==> config.mk <==
export PLATFORM = sky130hd
export DESIGN_NAME = mem_access_ctrl_flat
export DESIGN_NICKNAME = d
export VERILOG_FILES = /design/src/rtl/mem_access_ctrl_if.sv /design/src/rtl/mem_access_ctrl.sv /design/src/flat_wrapper.sv
export SDC_FILE = /design/constraint.sdc
export NUM_CORES = 1
export LEC_CHECK = 0
export BUFFER_PORTS_ARGS = -buffer_cell sky130_fd_sc_hd__clkbuf_2
export CORE_AREA = 5 5 116 118
export DETAILED_ROUTE_END_ITERATION = 8
export DIE_AREA = 0 0 121 123
export GPL_TIMING_DRIVEN = 0
export MAX_ROUTING_LAYER = met4
export PLACE_DENSITY = 0.69
export SYNTH_ARGS = -nofsm -noshare
export SYNTH_HDL_FRONTEND = slang
export SYNTH_SLANG_ARGS = --single-unit
==> constraint.sdc <==
create_clock -name clk -period 1.5 [get_ports clk]
set_input_delay 0.15 -clock clk [delete_from_list [all_inputs] [get_ports clk]]
set_output_delay 0.15 -clock clk [all_outputs]
set_load 0.005 [all_outputs]
==> src/rtl/mem_access_ctrl_if.sv <==
//==============================================================================
// Module      : mem_access_ctrl_if
// Description : Request/response and RAM handshake bundle for mem_access_ctrl.
// Revision    : 1.0 - initial release
//==============================================================================
`default_nettype none

interface mem_access_ctrl_if;
    // Datapath request side
    logic        req;
    logic        rw;
    logic [1:0]  size;
    logic        sgn;
    logic [31:0] addr;
    logic [31:0] wdata;
    logic        busy;
    logic        done;
    logic        err;
    logic [31:0] rdata;
    // RAM handshake side
    logic        mem_mov;
    logic        mem_rw;
    logic [2:0]  mem_ms;
    logic [31:0] mem_addr;
    logic [31:0] mem_datain;
    logic        mem_mocoff;
    logic        mem_moc;
    logic [31:0] mem_dataout;

    // master: the datapath plus the RAM that surround the sequencer
    modport master (
        output req, rw, size, sgn, addr, wdata, mem_moc, mem_dataout,
        input  busy, done, err, rdata,
        input  mem_mov, mem_rw, mem_ms, mem_addr, mem_datain, mem_mocoff
    );

    modport slave (
        input  req, rw, size, sgn, addr, wdata, mem_moc, mem_dataout,
        output busy, done, err, rdata,
        output mem_mov, mem_rw, mem_ms, mem_addr, mem_datain, mem_mocoff
    );
endinterface

`default_nettype wire

==> src/rtl/mem_access_ctrl.sv <==
//==============================================================================
// Module      : mem_access_ctrl
// Description : Load/store sequencer for the async byte RAM (MOV/MOC/MOCoff).
//               Optional MOC timeout enabled by defining MEM_TIMEOUT_EN.
// Revision    : 1.0 - initial release
//==============================================================================
`default_nettype none

module mem_access_ctrl #(
    parameter int TIMEOUT_CYCLES = 255
) (
    input  wire               clk,
    input  wire               rst_n,
    mem_access_ctrl_if.slave  bus
);

    typedef enum logic [2:0] {
        S_INIT    = 3'd0,
        S_IDLE    = 3'd1,
        S_ACCESS  = 3'd2,
        S_RELEASE = 3'd3,
        S_DONE    = 3'd4
    } state_t;

    if (TIMEOUT_CYCLES < 1 || TIMEOUT_CYCLES > 255) begin : g_bad_timeout
        $error("mem_access_ctrl: TIMEOUT_CYCLES must be in 1..255");
    end

    state_t      r_state;
    state_t      w_state_nx;
    logic        w_valid;
    logic        w_accept;
    logic        w_capture;
    logic        w_err_nx;

    logic        r_busy;
    logic        r_done;
    logic        r_err;
    logic [31:0] r_rdata;
    logic        r_mov;
    logic        r_rw;
    logic [2:0]  r_ms;
    logic [31:0] r_addr;
    logic [31:0] r_datain;
    logic        r_mocoff;

`ifdef MEM_TIMEOUT_EN
    logic [7:0]  r_cnt;
    logic        r_to;
    logic        w_to_hit;

    assign w_to_hit = (r_cnt == 8'(TIMEOUT_CYCLES - 1));
`endif

    always_comb begin
        unique case (bus.size)
            2'b00:   w_valid = 1'b1;
            2'b01:   w_valid = ~bus.addr[0];
            2'b10:   w_valid = (bus.addr[1:0] == 2'b00);
            default: w_valid = 1'b0;
        endcase
    end

    always_comb begin
        w_state_nx = r_state;
        w_accept   = 1'b0;
        w_capture  = 1'b0;
        w_err_nx   = 1'b0;
        unique case (r_state)
            S_INIT: w_state_nx = S_IDLE;
            S_IDLE: begin
                if (bus.req) begin
                    if (w_valid) begin
                        w_state_nx = S_ACCESS;
                        w_accept   = 1'b1;
                    end else begin
                        w_state_nx = S_DONE;
                        w_err_nx   = 1'b1;
                    end
                end
            end
            S_ACCESS: begin
                // A MOC arriving on the timeout cycle still counts as success
                if (bus.mem_moc) begin
                    w_state_nx = S_RELEASE;
                    w_capture  = r_rw;
`ifdef MEM_TIMEOUT_EN
                end else if (w_to_hit) begin
                    w_state_nx = S_RELEASE;
`endif
                end
            end
            S_RELEASE: begin
                if (!bus.mem_moc) begin
                    w_state_nx = S_DONE;
`ifdef MEM_TIMEOUT_EN
                    w_err_nx   = r_to;
`endif
                end
            end
            S_DONE:  w_state_nx = S_IDLE;
            default: w_state_nx = S_INIT;
        endcase
    end

    // Outputs are registered from the next state so they line up with it
    always_ff @(posedge clk or negedge rst_n) begin
        if (!rst_n) begin
            r_state  <= S_INIT;
            r_busy   <= 1'b1;
            r_done   <= 1'b0;
            r_err    <= 1'b0;
            r_rdata  <= 32'd0;
            r_mov    <= 1'b0;
            r_rw     <= 1'b0;
            r_ms     <= 3'd0;
            r_addr   <= 32'd0;
            r_datain <= 32'd0;
            r_mocoff <= 1'b1;
        end else begin
            r_state  <= w_state_nx;
            r_busy   <= (w_state_nx != S_IDLE);
            r_done   <= (w_state_nx == S_DONE);
            r_err    <= (w_state_nx == S_DONE) && w_err_nx;
            r_mov    <= (w_state_nx == S_ACCESS);
            r_mocoff <= (w_state_nx == S_INIT) || (w_state_nx == S_RELEASE);
            if (w_accept) begin
                r_rw     <= bus.rw;
                r_ms     <= {bus.sgn, bus.size};
                r_addr   <= bus.addr;
                r_datain <= bus.wdata;
            end
            if (w_capture) begin
                r_rdata <= bus.mem_dataout;
            end
        end
    end

`ifdef MEM_TIMEOUT_EN
    always_ff @(posedge clk or negedge rst_n) begin
        if (!rst_n) begin
            r_cnt <= 8'd0;
            r_to  <= 1'b0;
        end else if (w_accept) begin
            r_cnt <= 8'd0;
            r_to  <= 1'b0;
        end else if (r_state == S_ACCESS && !bus.mem_moc) begin
            r_cnt <= r_cnt + 8'd1;
            if (w_to_hit) begin
                r_to <= 1'b1;
            end
        end
    end
`endif

    assign bus.busy       = r_busy;
    assign bus.done       = r_done;
    assign bus.err        = r_err;
    assign bus.rdata      = r_rdata;
    assign bus.mem_mov    = r_mov;
    assign bus.mem_rw     = r_rw;
    assign bus.mem_ms     = r_ms;
    assign bus.mem_addr   = r_addr;
    assign bus.mem_datain = r_datain;
    assign bus.mem_mocoff = r_mocoff;

endmodule

`default_nettype wire

==> src/flat_wrapper.sv <==
// flat-port wrapper written by rule: the top's interface ports become plain ports
module mem_access_ctrl_flat 
#(
    parameter int TIMEOUT_CYCLES = 255
)
  (clk, rst_n, bus_req, bus_rw, bus_size, bus_sgn, bus_addr, bus_wdata, bus_mem_moc, bus_mem_dataout, bus_busy, bus_done, bus_err, bus_rdata, bus_mem_mov, bus_mem_rw, bus_mem_ms, bus_mem_addr, bus_mem_datain, bus_mem_mocoff);
  mem_access_ctrl_if bus_i ();
  input  wire clk;
  input  wire rst_n;
  input wire logic [$bits(bus_i.req)-1:0] bus_req;
  input wire logic [$bits(bus_i.rw)-1:0] bus_rw;
  input wire logic [$bits(bus_i.size)-1:0] bus_size;
  input wire logic [$bits(bus_i.sgn)-1:0] bus_sgn;
  input wire logic [$bits(bus_i.addr)-1:0] bus_addr;
  input wire logic [$bits(bus_i.wdata)-1:0] bus_wdata;
  input wire logic [$bits(bus_i.mem_moc)-1:0] bus_mem_moc;
  input wire logic [$bits(bus_i.mem_dataout)-1:0] bus_mem_dataout;
  output wire logic [$bits(bus_i.busy)-1:0] bus_busy;
  output wire logic [$bits(bus_i.done)-1:0] bus_done;
  output wire logic [$bits(bus_i.err)-1:0] bus_err;
  output wire logic [$bits(bus_i.rdata)-1:0] bus_rdata;
  output wire logic [$bits(bus_i.mem_mov)-1:0] bus_mem_mov;
  output wire logic [$bits(bus_i.mem_rw)-1:0] bus_mem_rw;
  output wire logic [$bits(bus_i.mem_ms)-1:0] bus_mem_ms;
  output wire logic [$bits(bus_i.mem_addr)-1:0] bus_mem_addr;
  output wire logic [$bits(bus_i.mem_datain)-1:0] bus_mem_datain;
  output wire logic [$bits(bus_i.mem_mocoff)-1:0] bus_mem_mocoff;
  assign bus_i.req = bus_req;
  assign bus_i.rw = bus_rw;
  assign bus_i.size = bus_size;
  assign bus_i.sgn = bus_sgn;
  assign bus_i.addr = bus_addr;
  assign bus_i.wdata = bus_wdata;
  assign bus_i.mem_moc = bus_mem_moc;
  assign bus_i.mem_dataout = bus_mem_dataout;
  assign bus_busy = bus_i.busy;
  assign bus_done = bus_i.done;
  assign bus_err = bus_i.err;
  assign bus_rdata = bus_i.rdata;
  assign bus_mem_mov = bus_i.mem_mov;
  assign bus_mem_rw = bus_i.mem_rw;
  assign bus_mem_ms = bus_i.mem_ms;
  assign bus_mem_addr = bus_i.mem_addr;
  assign bus_mem_datain = bus_i.mem_datain;
  assign bus_mem_mocoff = bus_i.mem_mocoff;
  mem_access_ctrl #(.TIMEOUT_CYCLES(TIMEOUT_CYCLES)) u_core (.clk(clk), .rst_n(rst_n), .bus(bus_i));
endmodule
Word-level counts from Yosys, hierarchy flattened
Cells that the tools add are included.

storage, ports and cells
  register bits = 108
  output and inout bits = 105

cells by class
  equal/unequal tests = 10
  mux-type cells = 14
  bitwise logic cells = 1
  reduce and logical (&&, ||, !) cells = 7

operators by type and width
  operator                                                                 number
  3-bit by 2-bit equality test with 1-bit output, second input constant    4
  3-bit 2-to-1 mux                                                         4
  3-bit case mux with 4 select lines                                       1
  1-bit 2-to-1 mux                                                         8
  3-bit equality test, second input constant                               2
  3-bit logical NOT                                                        2
  2-bit logical NOT                                                        2
  3-bit by 1-bit equality test with 1-bit output, second input constant    1
  3-bit by 1-bit inequality test with 1-bit output, second input constant  1
  1-bit case mux with 3 select lines                                       1
  2-bit by 1-bit equality test with 1-bit output, second input constant    1
  2-bit equality test, second input constant                               1
  2-bit OR reduction                                                       1
  1-bit logical AND                                                        1
  1-bit logical OR                                                         1
  1-bit inverter                                                           1

Depth between registers and ports, before layout
  depth after elaboration = 7
  depth in mapped cells = 6
  mapped depth without buffers = 3

Worst setup path before layout
Ideal clock, no wire load.

  kind = register to register
  start point = register u_core.r_state[1]
  end point = register u_core.r_addr[24] (netlist: u_core.bus.mem_addr[24])
  library setup time = 0.125 ns
  arrival time = 1.474 ns
  required time = 1.375 ns
  setup slack = -0.099 ns
  cell stages (with the launch flop) = 7
  clock period less this slack = 1.599 ns
  path through = dfrtp_1 buf_6 and4bb_2 o21ai_2 buf_6 buf_6 mux2_4

between the ends
  longest elaborated chain between the ends = 2

ends and longest elaborated chain
  item                                            RTL line                text
  start: declaration                              mem_access_ctrl.sv:29   state_t r_state;
  start signal: assignment                        mem_access_ctrl.sv:121  r_state <= w_state_nx;
  3-bit by 1-bit equality test with 1-bit output  mem_access_ctrl.sv:69   unique case (r_state)
  1-bit 2-to-1 mux                                mem_access_ctrl.sv:69
  end signal: assignment                          mem_access_ctrl.sv:130  r_addr <= bus.addr;
  end: declaration                                mem_access_ctrl.sv:43   logic [31:0] r_addr;

No other way between the ends.
A chain may end at the register's enable or synchronous reset.

Worst setup path after layout
  start point = register u_core.r_state[2]
  end point = register u_core.r_rdata[14] (netlist: u_core.bus.rdata[14])

between the ends
  longest elaborated chain between the ends = 2

ends and longest elaborated chain
  item                                            RTL line                text
  3-bit by 2-bit equality test with 1-bit output  mem_access_ctrl.sv:69
  1-bit 2-to-1 mux                                mem_access_ctrl.sv:69
  end signal: assignment                          mem_access_ctrl.sv:134  r_rdata <= bus.mem_dataout;
  end: declaration                                mem_access_ctrl.sv:39   logic [31:0] r_rdata;

No other way between the ends.

==> results.cfg <==
[sta]
tightest_slew_ns = 0.839
setup_violations = 90
rsz0062_at_grt = yes
min_period_ns = 1.62
clock.fmax_ghz = 0.616
slew_headroom = 0.441
setup_ws_ns = -0.123
timing.hold.ws_ns = 0.0312
finalHoldViolations = 0
period_share = 1.08
finClkSkew_ns = 0.00747
slew_violations = 0

[floorplanning]
dieHeight_um = 123
fp-row-count = 41
die_area_um2 = 14900
initial_core_util = 0.342
num_io_pins = 209
die_x_um = 121
core_um2 = 12400

[drt]
wl_per_cell_um = 15.7
final_antenna_net_count = 0
routed_wl_um = 10300
first_pass_iters = 4
drc_errors = 0
vias = 2896
vias_per_cell = 4.38
drtIter0Drc = 120

[worst_setup_path]
cp_max_fo = 6
worstReg2RegStart = u_core.r_state[2]$_DFF_PN0_
cp-end-kind = flip-flop
timing.critical_path.cells = nand2b_4, or3_4, clkbuf_16, mux2_4
crit_slowest_cell = dfrtp_2
crit_path_start_kind = flip-flop
cp.required_ns = 1.73
slowest_delay_ns = 0.43
cp.arrival_ns = 1.85
worst_r2r_path_depth = 4
path_class = flip-flop to flip-flop
crit_path_start = u_core.r_state[2]$_DFF_PN0_
timing.reg2reg.setup_slack_ns = -0.12

[flow_run]
drv_cap = 0

[synth]
muxShareOfSynthArea = 0.301
yosysWarnings = 0
ys.flop_type = dfrtp_1
synthAdderAreaFrac = 0
ys_types = 21
synth_nets = 350
synthCells = 246
synth_top_family_by_area = multiplexers
yosys.area_share.xor_xnor = 0
avgSynthCellArea_um2 = 17.2
yosysMostFrequentCell = dfrtp_1
synth_edf_count = 0
synth_common_cells = dfrtp_1, mux2_2, mux2_4, buf_2, buf_6
ys_ff_latch = 108
syn_area_um2 = 4230
synth_area_leader_cell = dfrtp_1
synthSimpleGateAreaFrac = 0.0169
yosys-top-cells-area = dfrtp_1, mux2_2, mux2_4
ys_async_sr_fraction = 1.00
synth_compound_area_frac = 0.0175
ys_seq_area_frac = 0.640
yosysTopAreaCellShare = 0.627

[hold_path]
min_path_type = input pin to flip-flop
hold_depth = 2
hp-start = bus_mem_dataout[5]

[placement]
numPortBuffers = 208
place_area_um2 = 5510
place_inst = 626
dp_hpwl_um = 7430
gp_congestion = 0.726

[finish]
drive_above_1_share = 0.738
syn_to_final_growth_pct = 46.8
fin_area_um2 = 6210
fin_nets = 588
antenna_cells = 0
stdcell_count = 661
n_fill_cell = 1080
fin_util = 0.502

[power]
power.total_mw = 12.1
p_leak_nw = 3.31
power_density_nw_per_um2 = 1950
irDropWorstVdd_mv = 0.857

[global_routing]
grt_max_degree = 109
grt_overflow = 0
grt_pass1_wl_um = 16000
grtUsageTotal = 0.143
grt_pass1_vias = 3148
antenna_found_initial = 0

[clock_tree]
clock_latency_ns = 0.34
cts_max_level = 3
clockRootBuffer = clkbuf_16
clkTransAtPathRegs_ns = 0.07
cts_tree = built
clockBufferDepth = 2
clock-sinks = 108
cts_buffers = 9

[status]
status = complete, but fails checks
failed_checks = setup timing
-- worst max-delay path: cells and delay by family (launching register included) --
| family | cells | cell delay (ns) |
|---|---|---|
| simple gates | 2 | 0.58 |
| buf+inv | 1 | 0.20 |
| mux | 1 | 0.29 |
| flops | 1 | 0.43 |
-- power by group --
part	internal (mW)	total, mW	switching, mW
Sequential	4.34	5.09	0.755
Combinational	2.87	4.50	1.62
Clock	1.50	2.52	1.02
Total	8.71	12.1	3.40
-- area by class of cell --
class,instances,area [um^2],share of cell area
Tap cell,172,215,0.0347
Buffer,10,159,0.0256
Multi-Input combinational cell,124,1440,0.232
Inverter,2,7.51,0.00121
Clock buffer,11,243,0.0391
Sequential cell,108,2710,0.436
Clock inverter,5,75.1,0.0121
Timing Repair Buffer,229,1360,0.219
-- cell usage in the layout (no fill, tap or decap), drive strengths merged --
master	netlist	layout
clkbuf	0	220
dfrtp	106	106
mux2	100	100
buf	12	29
a21oi	4	4
nor2	4	4
clkinv	0	3
o21ai	3	3
inv	2	2
a32o	2	2
nand2	2	2
bufinv	0	2
dfstp	2	2
or3	2	2
nor2b	1	1
and4bb	1	1
nor3	1	1
o22ai	1	1
nand2b	1	1
and2	1	1
o2111ai	1	1
dlygate4sd3	0	1
-- per-layer routing --
metal  GRT usage  up-vias  routed length (um)
met5           -        -                   0
met4      0.0609        0                 208
met3      0.0316       15                 615
met2       0.235      119                5200
met1       0.171     1420                4320
li1            -     1342                   -
-- registers in the layout, indices dropped and copies added (netlist names) --
register and count:
u_core.r_state 3, u_core.bus.rdata 32, u_core.bus.busy 1, u_core.bus.mem_datain 32, u_core.bus.mem_ms 3, u_core.bus.mem_rw 1
u_core.bus.mem_mocoff 1, u_core.bus.done 1, u_core.bus.mem_mov 1, u_core.bus.err 1, u_core.bus.mem_addr 32
-- cell families (layout without fill, tap and decap cells) --
family                 Yosys count  in the layout
AO/OA/AOI/OAI                   11             11
buffers and inverters           14            257
flip-flops                     108            108
multiplexers                   100            100
AND/OR/NAND/NOR                 13             13
-- worst paths after layout --
path                                                              end
min in group asynchronous         u_core.bus.mem_addr[17]$_DFFE_PN0P_
max in group asynchronous                 u_core.r_state[2]$_DFF_PN0_
worst min register to register  u_core.bus.mem_datain[12]$_DFFE_PN0P_
worst max-delay path                 u_core.bus.rdata[14]$_DFFE_PN0P_
worst max register to register       u_core.bus.rdata[14]$_DFFE_PN0P_
worst min-delay path                  u_core.bus.rdata[5]$_DFFE_PN0P_
-- per-stage QoR --
stage | setup slack (ns) | setup TNS [ns]
floorplan | -0.0973 | -3.76
global placement | -1.12 | -138.10
detailed placement | -0.309 | -22.20
CTS | -0.140 | -10.93
global route | -0.153 | -12.24
finish | -0.123 | -7.70
-- what timing repair did --
item,in CTS,in global routing
buffers inserted,12,2
gates resized for setup,32,2
pin swaps,2,1
cloned,5,1
hold buffers,1,0
endpoints found under the hold margin,106,0
endpoints found under the setup margin,101,101
(Power assumes the default switching activity.)
